<file path="config.mk">
export PLATFORM = sky130hd
export DESIGN_NAME = signed_divider
export DESIGN_NICKNAME = d
export VERILOG_FILES = /design/src/rtl/divider_pkg.sv /design/src/rtl/div_datapath.sv /design/src/rtl/signed_divider.sv
export SDC_FILE = /design/constraint.sdc
export NUM_CORES = 1
export LEC_CHECK = 0
export BUFFER_PORTS_ARGS = -buffer_cell sky130_fd_sc_hd__buf_4
export CAP_MARGIN = 15
export CORE_MARGIN = 2
export CORE_UTILIZATION = 56
export CTS_CLUSTER_SIZE = 12
export DETAILED_ROUTE_END_ITERATION = 10
export GPL_ROUTABILITY_DRIVEN = 1
export PLACE_DENSITY = 0.82
export SYNTH_ARGS = -nofsm -noshare
export SYNTH_HDL_FRONTEND = slang
export SYNTH_SLANG_ARGS = --single-unit
</file>
<file path="constraint.sdc">
create_clock -name clk -period 3 [get_ports clk]
set_input_delay 0.6 -clock clk [delete_from_list [all_inputs] [get_ports clk]]
set_output_delay 0.6 -clock clk [all_outputs]
set_load 0.01 [all_outputs]
</file>
<file path="src/rtl/divider_pkg.sv">
// divider_pkg: shared definitions for the signed restoring divider.
//   - div_state_t : controller state encoding (IDLE, ITER, FIX, DONE)
//   - ST_*        : raw encodings, usable by checkers that only see bits
//   - SABS_W      : widest operand the magnitude helper supports
//   - sabs()      : two's-complement magnitude of a sign-extended value
package divider_pkg;

    localparam logic [1:0] ST_IDLE = 2'd0;
    localparam logic [1:0] ST_ITER = 2'd1;
    localparam logic [1:0] ST_FIX  = 2'd2;
    localparam logic [1:0] ST_DONE = 2'd3;

    typedef enum logic [1:0] {
        IDLE = ST_IDLE,
        ITER = ST_ITER,
        FIX  = ST_FIX,
        DONE = ST_DONE
    } div_state_t;

    localparam int SABS_W = 32;

    // Magnitude of a sign-extended value. The most negative N-bit operand
    // maps to 2^(N-1), which still fits in N unsigned bits once truncated.
    function automatic logic [SABS_W-1:0] sabs(input logic signed [SABS_W-1:0] v);
        return v[SABS_W-1] ? -v : v;
    endfunction

endpackage

</file>
<file path="src/rtl/div_datapath.sv">
// div_datapath: restoring shift-subtract engine over operand magnitudes.
// Ports:
//   clk, rst          : clock, synchronous active-high reset
//   i_load            : capture signs/magnitudes, clear A, counter <= N
//   i_step            : one restoring iteration, counter decrements
//   i_fix             : enables the signed result outputs
//   i_zload           : divide-by-zero accept, clears the engine
//   i_data_q, i_data_m: dividend / divisor (signed, sampled on i_load)
//   o_cnt_z           : the current step brings the counter to zero
//   o_quot, o_rem     : sign-corrected quotient / remainder (valid with i_fix)
//   o_ovf             : quotient overflowed (-2^(N-1) / -1), valid with i_fix
module div_datapath
    import divider_pkg::*;
#(
    parameter int N = 4
) (
    input  logic         clk,
    input  logic         rst,
    input  logic         i_load,
    input  logic         i_step,
    input  logic         i_fix,
    input  logic         i_zload,
    input  logic [N-1:0] i_data_q,
    input  logic [N-1:0] i_data_m,
    output logic         o_cnt_z,
    output logic [N-1:0] o_quot,
    output logic [N-1:0] o_rem,
    output logic         o_ovf
);

    localparam int CW = $clog2(N + 1);

    logic [N:0]    r_a;
    logic [N-1:0]  r_qr;
    logic [N-1:0]  r_mr;
    logic [CW-1:0] r_cnt;
    logic          r_sq;
    logic          r_sm;

    logic [N-1:0]  w_q_mag;
    logic [N-1:0]  w_m_mag;
    logic [2*N:0]  w_aq_sh;
    logic [N:0]    w_a_sh;
    logic [N-1:0]  w_qr_sh;
    logic [N:0]    w_trial;
    logic [N-1:0]  w_quot_fix;
    logic [N-1:0]  w_rem_fix;

    assign w_q_mag = N'(sabs(SABS_W'($signed(i_data_q))));
    assign w_m_mag = N'(sabs(SABS_W'($signed(i_data_m))));

    // Shift the concatenated {A,Qr} pair left by one as a single register.
    assign w_aq_sh = {r_a, r_qr} << 1;
    assign w_a_sh  = w_aq_sh[2*N:N];
    assign w_qr_sh = w_aq_sh[N-1:0];
    assign w_trial = w_a_sh - {1'b0, r_mr};

    always_ff @(posedge clk) begin
        if (rst || i_zload) begin
            r_a   <= '0;
            r_qr  <= '0;
            r_mr  <= '0;
            r_cnt <= '0;
            r_sq  <= 1'b0;
            r_sm  <= 1'b0;
        end else if (i_load) begin
            r_sq  <= i_data_q[N-1];
            r_sm  <= i_data_m[N-1];
            r_qr  <= w_q_mag;
            r_mr  <= w_m_mag;
            r_a   <= '0;
            r_cnt <= CW'(N);
        end else if (i_step) begin
            // Negative trial: restore (keep shifted A), quotient bit 0.
            if (w_trial[N]) begin
                r_a  <= w_a_sh;
                r_qr <= w_qr_sh;
            end else begin
                r_a  <= w_trial;
                r_qr <= w_qr_sh | N'(1);
            end
            r_cnt <= r_cnt - CW'(1);
        end
    end

    // Asserted during the last iteration so the controller leaves ITER
    // on the same edge that takes the counter to zero.
    assign o_cnt_z = (r_cnt == CW'(1));

    assign w_quot_fix = (r_sq ^ r_sm) ? -r_qr : r_qr;
    assign w_rem_fix  = r_sq ? -r_a[N-1:0] : r_a[N-1:0];

    assign o_quot = i_fix ? w_quot_fix : '0;
    assign o_rem  = i_fix ? w_rem_fix  : '0;
    // A quotient magnitude of 2^(N-1) with a positive result sign is only
    // reachable from -2^(N-1) / -1; it wraps back to -2^(N-1).
    assign o_ovf  = i_fix && !(r_sq ^ r_sm) && (r_qr == {1'b1, {(N-1){1'b0}}});

endmodule

</file>
<file path="src/rtl/signed_divider.sv">
// signed_divider: sequential N-bit two's-complement divider (truncating).
// Handshake: start is accepted only in IDLE or DONE; done is a one-cycle
// pulse marking data_out/dz/ovf valid; busy is high while an accepted
// divide is in flight and start is ignored then.
// Ports:
//   clk, rst       : clock, synchronous active-high reset
//   start          : divide request
//   data_Q, data_M : dividend / divisor, signed, sampled on accept
//   busy, done     : status
//   dz, ovf        : divide-by-zero / overflow flags for last operation
//   data_out       : {remainder, quotient}, held until next accepted start
//   dbg_state      : controller state, for observation
module signed_divider
    import divider_pkg::*;
#(
    parameter int N = 4
) (
    input  logic           clk,
    input  logic           rst,
    input  logic           start,
    input  logic [N-1:0]   data_Q,
    input  logic [N-1:0]   data_M,
    output logic           busy,
    output logic           done,
    output logic           dz,
    output logic           ovf,
    output logic [2*N-1:0] data_out,
    output div_state_t     dbg_state
);

    div_state_t     r_state;
    div_state_t     w_state_nxt;
    logic           w_load;
    logic           w_step;
    logic           w_fix;
    logic           w_zload;
    logic           w_cnt_z;
    logic [N-1:0]   w_quot;
    logic [N-1:0]   w_rem;
    logic           w_ovf;

    logic [2*N-1:0] r_data_out;
    logic           r_dz;
    logic           r_ovf;

    div_datapath #(.N(N)) u_dp (
        .clk      (clk),
        .rst      (rst),
        .i_load   (w_load),
        .i_step   (w_step),
        .i_fix    (w_fix),
        .i_zload  (w_zload),
        .i_data_q (data_Q),
        .i_data_m (data_M),
        .o_cnt_z  (w_cnt_z),
        .o_quot   (w_quot),
        .o_rem    (w_rem),
        .o_ovf    (w_ovf)
    );

    always_ff @(posedge clk) begin
        if (rst) r_state <= IDLE;
        else     r_state <= w_state_nxt;
    end

    always_comb begin
        w_state_nxt = r_state;
        w_load      = 1'b0;
        w_step      = 1'b0;
        w_fix       = 1'b0;
        w_zload     = 1'b0;
        case (r_state)
            IDLE, DONE: begin
                w_state_nxt = IDLE;
                if (start) begin
                    if (data_M == '0) begin
                        w_zload     = 1'b1;
                        w_state_nxt = DONE;
                    end else begin
                        w_load      = 1'b1;
                        w_state_nxt = ITER;
                    end
                end
            end
            ITER: begin
                w_step = 1'b1;
                if (w_cnt_z) w_state_nxt = FIX;
            end
            FIX: begin
                w_fix       = 1'b1;
                w_state_nxt = DONE;
            end
            default: w_state_nxt = IDLE;
        endcase
    end

    always_ff @(posedge clk) begin
        if (rst) begin
            r_data_out <= '0;
            r_dz       <= 1'b0;
            r_ovf      <= 1'b0;
        end else if (w_zload) begin
            r_data_out <= {data_Q, {N{1'b1}}};
            r_dz       <= 1'b1;
            r_ovf      <= 1'b0;
        end else if (w_load) begin
            r_dz  <= 1'b0;
            r_ovf <= 1'b0;
        end else if (w_fix) begin
            r_data_out <= {w_rem, w_quot};
            r_ovf      <= w_ovf;
        end
    end

    assign busy      = (r_state == ITER) || (r_state == FIX);
    assign done      = (r_state == DONE);
    assign dz        = r_dz;
    assign ovf       = r_ovf;
    assign data_out  = r_data_out;
    assign dbg_state = r_state;

endmodule

</file>
# Word level (Yosys, flattened, before mapping)
# Cells that the tools add are included.
# totals
regBits	29
latchBits	0
ram_bits	0
romBits	0
inputBits	11
out_inout_bits	14
word_cells	66
mem_count	0
# op_classes
add_sub_neg	6
multipliers	0
div	0
magnitude_cmp	0
eq_ne	7
shifts	0
muxes	27
n_bitwise	1
reduce_logical	14
# op_table
operator	count
4-bit two-way mux	7
8-bit two-way mux	3
4-bit negation	4
1-bit two-way mux	11
2-bit two-way mux	3
3-bit two-way mux	2
2-bit case mux with 3 select lines	1
2-bit nonzero test	3
5-bit by 4-bit subtractor with 5-bit output	1
2-bit == test (second input constant)	2
4-bit == test (second input constant)	1
4-bit logical NOT	1
2-bit OR reduction	2
3-bit by 1-bit == test with 1-bit output (second input constant)	1
3-bit OR reduction	1
3-bit by 1-bit subtractor with 3-bit output (second input constant)	1
2-bit by 1-bit == test with 1-bit output (second input constant)	1
1-bit logical AND	2
2-bit logical NOT	1
1-bit logical OR	2
2-bit by 1-bit inequality test with 1-bit output (second input constant)	1
2-bit inequality test (second input constant)	1
2-bit AND reduction	1
1-bit logical NOT	1
1-bit bitwise XOR	1

# Depth between registers and ports, before layout
# Gate-level depths: netlist (run 1).
# depth
depth_word	6
mapped_depth	8
mapped_depth_nobuf	8

# Hierarchy
# A second synthesis (run 1) with hierarchy kept.
# unflattened
hier_cells	207
area_unflattened_um2	1774.2
# modules_own_cells
mod	instances	cells_per_inst	area_per_inst_um2	seq_area_each_um2
div_datapath	1	142	1192.4	340.3
signed_divider	1	65	581.8	240.2

# Worst setup path after synthesis (run 1)
# OpenSTA, ideal clock, no wires.
# synth_path
path_type	register to register
from	register u_dp.r_qr[3]
to	register u_dp.r_a[1]
setup_time_ps	70
arrival_time_ps	2051
required_time_ps	2930
path_slack_ps	879
stages_incl_launch_ff	9
n_path_buf	0
synth_period_minus_slack_ps	2121
cell_sequence	dfxtp_1 -> inv_1 -> ha_1 -> fa_1 -> nand2b_2 -> a21oi_4 -> xnor2_2 -> mux2_1 -> a21oi_1
# synth_between
elab_chain_len	2
# synth_lines
item	line_no	text
start: declaration	div_datapath.sv:34	logic [N-1:0] r_qr;
start signal: assignment	div_datapath.sv:69	r_qr <= w_q_mag;
start signal: assignment	div_datapath.sv:77	r_qr <= w_qr_sh;
start signal: assignment	div_datapath.sv:80	r_qr <= w_qr_sh | N'(1);
5-bit by 4-bit subtractor with 5-bit output	div_datapath.sv:56	assign w_trial = w_a_sh - {1'b0, r_mr};
4-bit two-way mux	div_datapath.sv:75	if (w_trial[N]) begin
end signal: assignment	div_datapath.sv:76	r_a <= w_a_sh;
end signal: assignment	div_datapath.sv:79	r_a <= w_trial;
end: declaration	div_datapath.sv:33	logic [N:0] r_a;
# No other way between the ends.
# A chain may end at the register's enable or synchronous reset.

# Final worst setup path (run 1)
# Ends and elaborated chain as after synthesis.

==> results.cfg, run 1 <==
[timing]
rsz0062_at_grt = no
holdWs_ps = 460
period_minus_slack_ps = 2360
post-route-period-util_pct = 78.7
fin_tns_setup_ps = 0
hold_violations = 0
skew_ps = 11.7
report.final.slew_viol_count = 0
tightest_slew_ps = 693
clock.fmax_ghz = 0.423
finalSetupViolations = 0
slew_headroom_pct = 53.8

[clock_tree]
cts_tree = done
cts_setup_buffers = 0
clockBufferDepth = 2
htreeDepth = 2
holdBufCountCts = 0
clk_latency_ps = 340
cts_sinks = 29
cts_buffers = 5
cts-root-buf = clkbuf_4
cts_resized = 0
clk_pin_slew_ps = 100

[final_layout]
diodes = 0
finalNonFillerCells = 257
layout-drive-gt1-share_pct = 16.4
synthToLayoutAreaGrowth_pct = 15.8
nNetsFinal = 250
fill_cells = 240

[die]
die_h_microns = 58.9
die_w_microns = 58.9
core-area_sq_um = 2810
io_pins = 25
std_cell_rows = 19
start_util_pct = 60.1
dieArea_sq_um = 3470

[place]
dp.cells = 249
port_buffers = 24
hpwl_mm = 2.89
place.gp.congestion = 0.930

[setup_path]
path_depth = 8
critPathLaunchType = flip-flop
crit_type = reg2reg
critical_path.n_buffers_inverters = 1
cp.arrival_ps = 2630
r2r-start = u_dp.r_qr[3]$_SDFFE_PP0P_
cp-end-kind = flip-flop
timing.rr.end = u_dp.r_a[1]$_SDFFE_PP0P_
critPathRequiredTime_ps = 3270
critPathMaxFanout = 5
reg2reg_depth = 8
cpPeakStageDelay_ps = 470
crit_family = adder cells
crit_path_top_delay_cell = fa_1
path_cells = inv_1 -> ha_1 -> fa_1 -> nand2b_2 -> a21oi_4 -> xnor2_2 -> mux2_1 -> a21oi_1
crit_end = u_dp.r_a[1]$_SDFFE_PP0P_
regToRegSetupSlack_ps = 640
cp-startpoint = u_dp.r_qr[3]$_SDFFE_PP0P_

[detailed_routing]
wl_per_cell_microns = 14.6
routed_wl_mm = 3.75
drc = 0
dr.pass1.iters = 4
vias = 1473
postRouteAntennaNets = 0
via_per_inst = 5.73
drt_iter0_drc = 62

[pwr]
p_total_uw = 1820
leakage_uw = 0.000799
irDropWorstVdd_mv = 0.635
powerDensity_nw_per_um2 = 933

[synth]
synthArstFlopShare_pct = 0
synthesis.nets = 227
syn-instance-count = 202
synth_area_sq_um = 1690
ys.flop_type = dfxtp_1
synth_seq_cells = 29
seq_area_frac_synth_pct = 34.4
synth.distinct_cells = 39
yosys_warnings = 0
synth-edff-count = 0
avgSynthCellArea_sq_um = 8.35

[global_routing]
first_global_vias = 1446
antenna_found_initial = 0
grt_usage_pct = 24.7
grt_pass1_wl_mm = 6.42
grt_max_degree = 19
grt-ovfl-total = 0

[outcome]
status = finished clean

[job]
drv_cap = 0

[worst_hold_path]
holdCritPathClass = reg2reg
registers in the layout, summed over array words and instances, names as in the netlist:
register,count
ovf,1
dbg_state,2
u_dp.r_a,4
u_dp.r_cnt,3
u_dp.r_mr,4
u_dp.r_qr,4
u_dp.r_sq,1
dz,1
data_out,8
u_dp.r_sm,1
Yosys cell counts, types with 2 or more instances:
library cell / count / area [sq um]
a211oi_1: 9 / 67.6
a21oi_1: 15 / 75.1
a221oi_1: 5 / 43.8
a311oi_1: 2 / 17.5
a31oi_1: 2 / 12.5
and2_1: 2 / 12.5
buf_2: 6 / 30.0
dfxtp_1: 29 / 581
ha_1: 13 / 163
inv_1: 18 / 67.6
mux2_1: 2 / 22.5
mux2i_1: 7 / 70.1
nand2_1: 19 / 71.3
nand2b_1: 3 / 18.8
nand3_1: 4 / 20.0
nand4_1: 2 / 12.5
nor2_1: 27 / 101
nor2b_1: 2 / 12.5
o21ai_0: 6 / 30.0
xnor2_1: 9 / 78.8
xor2_1: 2 / 17.5
worst min path at each step:
stage                                    startpoint                        end  slack (ps)  depth (start not counted)
after floorplan           u_dp.r_mr[3]$_SDFFE_PP0N_  u_dp.r_mr[3]$_SDFFE_PP0N_         430                          2
after global placement              dz$_SDFFE_PP0P_            dz$_SDFFE_PP0P_         450                          2
after detailed placement            dz$_SDFFE_PP0P_            dz$_SDFFE_PP0P_         450                          2
after CTS                           dz$_SDFFE_PP0P_            dz$_SDFFE_PP0P_         460                          2
after global routing         u_dp.r_sm$_SDFFE_PP0N_     u_dp.r_sm$_SDFFE_PP0N_         500                          2
final                               dz$_SDFFE_PP0P_            dz$_SDFFE_PP0P_         460                          2
metal layers:
metal | global-route usage, % | part of all wire, %
met1 | 30.0 | 45
met2 | 40.3 | 50
met3 | 5.27 | 3.7
met4 | 13.6 | 1.8
met5 | 0 | 0
final cells by class:
cell class / instances / area, sq um / area share (%)
Tap cell: 31 / 38.8 / 1.99
Clock buffer: 7 / 55.1 / 2.82
Inverter: 19 / 71.3 / 3.65
Sequential cell: 29 / 581 / 29.7
Multi-Input combinational cell: 146 / 997 / 51.1
Timing Repair Buffer: 24 / 180 / 9.22
Clock inverter: 1 / 30.0 / 1.54
placed cells by master, fill, tap and decap left out, types with 2 or more instances in the layout:
cell	synthesis	routed
nand2_1	19	19
o21ai_0	6	6
inv_1	18	18
mux2i_1	7	7
clkbuf_4	0	5
nand4_1	2	2
a31oi_1	2	2
mux2_1	2	2
a21oi_1	15	15
xnor2_1	9	9
a311oi_1	2	2
buf_4	0	24
nand3_1	4	4
nand2b_1	3	3
and2_1	2	2
xor2_1	2	2
dfxtp_1	29	29
a221oi_1	5	5
ha_1	13	13
a211oi_1	9	9
nor2_1	27	27
nor2b_1	2	2
through the flow:
stage / utilization [%] / setup slack [ps] / cell area [sq um]
floorplan: - / 879 / 1690
global placement: 66.6 / 810 / 1870
detailed placement: 66.6 / 702 / 1870
CTS: 69.6 / 653 / 1950
global route: 69.6 / 535 / 1950
finish: 69.6 / 639 / 1950
worst register-to-register path, stage by stage, from the launching register on:
cell and delay [ps]:
dfxtp_1 410, inv_1 80, ha_1 220, fa_1 470, nand2b_2 210, a21oi_4 200, xnor2_2 190, mux2_1 370
a21oi_1 150
cells by family (layout without fill, tap and decap cells):
kind of cell	count (synthesis)	count (layout)	synth area share [%]
compound gates	44	44	17.5
simple gates	67	67	18.6
mux	9	9	5.49
buf+inv	27	51	6.45
fa+ha+maj	14	14	10.8
xor+xnor	12	12	6.68
flops	29	29	34.4
report_power, final:
part,switching [uW],total (uW),internal (uW)
clock network,143,342,199
registers,99.5,589,489
logic,499,891,392
total,742,1820,1080
Power figures use the tool's default switching activity.
==> run 2: changes to the inputs <==
--- a/config.mk
+++ b/config.mk
@@ -8,11 +8,11 @@
 export BUFFER_PORTS_ARGS = -buffer_cell sky130_fd_sc_hd__buf_4
 export CAP_MARGIN = 15
 export CORE_MARGIN = 2
-export CORE_UTILIZATION = 56
+export CORE_UTILIZATION = 51
 export CTS_CLUSTER_SIZE = 12
 export DETAILED_ROUTE_END_ITERATION = 10
 export GPL_ROUTABILITY_DRIVEN = 1
-export PLACE_DENSITY = 0.82
+export PLACE_DENSITY = 0.78
 export SYNTH_ARGS = -nofsm -noshare
 export SYNTH_HDL_FRONTEND = slang
 export SYNTH_SLANG_ARGS = --single-unit
==> constraint.sdc (replaced) <==
create_clock -name clk -period 1.95 [get_ports clk]
set_input_delay 0.39 -clock clk [delete_from_list [all_inputs] [get_ports clk]]
set_output_delay 0.39 -clock clk [all_outputs]
set_load 0.01 [all_outputs]
==> run 2 against run 1 <==
Net effect:
- the flow now finishes with violations (negative setup slack)
- critical path depth stayed put
- final area is 7.3% higher
- worst hold slack worse by 160 ps
- sequential power is 49% higher
- clock skew is 1.8 ps lower
- routed wire length is 0.59% higher
- flip-flop and latch count stayed put
- combinational power is 95% higher
- highest routed layer unchanged
- critical endpoint unchanged
- critical path type unchanged
- first-iteration DRC count is 29% higher
==> results.cfg, run 2 (synthesis gave the netlist of run 1 again) <==
[outcome]
status = finished, violations left
violations = negative setup slack

[clock_tree]
holdBufCountCts = 0
clk_pin_slew_ps = 100
clockBufferDepth = 2
htreeDepth = 2
cts_tree = done
cts_sinks = 29
cts_buffers = 5
clk_latency_ps = 340
cts-root-buf = clkbuf_4

[detailed_routing]
postRouteAntennaNets = 0
dr.pass1.iters = 4
routed_wl_mm = 3.77
drc = 0
drt_iter0_drc = 80
wl_per_cell_microns = 13.3
vias = 1497
via_per_inst = 5.27

[die]
start_util_pct = 54.4
core-area_sq_um = 3100
io_pins = 25
dieArea_sq_um = 3780
die_h_microns = 61.5
die_w_microns = 61.5
std_cell_rows = 20

[place]
place.gp.congestion = 0.864
hpwl_mm = 2.86
port_buffers = 24

[final_layout]
layout_common_cells = 36 x buf_4, 28 x dfxtp_1, 27 x nor2_1
largest_reg_flops = 8
layout-drive-gt1-share_pct = 24.6
nNetsFinal = 264
synthToLayoutAreaGrowth_pct = 24.3
final_common_cell = buf_4
postLayoutCoreUtil_pct = 67.5
diodes = 0

[setup_path]
timing.rr.end = u_dp.r_a[1]$_SDFFE_PP0P_
cp.arrival_ps = 2260
crit_type = reg2reg
reg2reg_depth = 8
critPathRequiredTime_ps = 2230
cp-startpoint = u_dp.r_qr[3]$_SDFFE_PP0P_
cp-end-kind = flip-flop
r2r-start = u_dp.r_qr[3]$_SDFFE_PP0P_
regToRegSetupSlack_ps = -30
critPathLaunchType = flip-flop
critPathMaxFanout = 4

[timing]
holdWs_ps = 298
finalSetupViolations = 3
setup_slack_ps = -32.2
hold_violations = 0
period_minus_slack_ps = 1980
post-route-period-util_pct = 102
clock.fmax_ghz = 0.504
slew_headroom_pct = 67.1
report.final.slew_viol_count = 0
tightest_slew_ps = 488
skew_ps = 9.90
rsz0062_at_grt = yes

[global_routing]
antenna_found_initial = 0
grt_usage_pct = 23.1
grt-ovfl-total = 0
grt_pass1_wl_mm = 6.29
grt_max_degree = 19
first_global_vias = 1409

[worst_hold_path]
worstHoldStart = data_Q[2]
holdCritPathClass = in2reg
min_to = data_out[6]$_SDFFE_PP0P_
hold_depth = 3

[pwr]
powerDensity_nw_per_um2 = 1420
irDropWorstVdd_mv = 0.718
leakage_uw = 0.000874

[job]
drv_cap = 0
## run 2: cell count changes in the layout (fill, tap and decap cells not counted), sizes merged
cell and change:
bufinv -1, clkinv +2, buf +14, clkbuf -1
## run 2: metal layers
metal  vias up  share of wire [%]  GRT usage, %
met5         -                  0             0
met4         0                1.9          10.3
met3         7                3.8          5.04
met2        32                 49          37.9
met1       690                 46          29.0
li1        768                  -             -
## run 2: how the worst max path moves through the flow
stage,end,depth (start not counted),slack (ps)
2_1_floorplan,u_dp.r_a[1]$_SDFFE_PP0P_,8,20
3_3_place_gp,u_dp.r_a[1]$_SDFFE_PP0P_,8,40
3_5_place_dp,u_dp.r_a[1]$_SDFFE_PP0P_,8,-30
4_1_cts,u_dp.r_a[1]$_SDFFE_PP0P_,8,-3
5_1_grt,u_dp.r_a[0]$_SDFFE_PP0P_,8,-110
6_report,u_dp.r_a[1]$_SDFFE_PP0P_,8,-30
## run 2: metrics by stage
| stage | setup TNS [ps] | power, uW | setup slack, ps | cells | cell area [sq um] |
|---|---|---|---|---|---|
| after floorplan | 0 | 1940 | 20.5 | 202 | 1700 |
| after global placement | 0 | 2390 | 35.6 | 274 | 1990 |
| after detailed placement | -46.8 | 2420 | -30.2 | 274 | 1990 |
| after CTS | -3.27 | 2970 | -2.55 | 283 | 2090 |
| after global routing | -328 | 3210 | -106 | 284 | 2100 |
| final | -66.1 | 2970 | -32.2 | 284 | 2100 |
## run 2: final cells by class
class                      count  area, sq um
clock buffer                   6         41.3
clock inverter                 2         10.0
fill                         268         1010
inverter                      19         71.3
multi-input combinational    146         1040
sequential                    29          582
tap                           44         55.1
timing repair buffer          38          293
## run 2: repair_timing
item | in CTS | in global routing
hold endpoints to repair | 0 | 0
buffers inserted | 1 | 1
pin swaps | 5 | 3
gates resized for setup | 9 | 0
endpoints found under the setup margin | 2 | 5
## run 2: critical path, cell delays in order (launching register included)
cell	delay, ps
dfxtp_2	350
inv_2	50
ha_4	160
fa_2	380
nand2b_4	160
a21oi_4	200
xnor2_4	170
mux2_4	330
a21oi_2	130
## run 2: report_power, final
group          total (uW)  switching [uW]  internal [uW]
registers             879             125            754
logic                1740             871            864
clock network         354             217            137
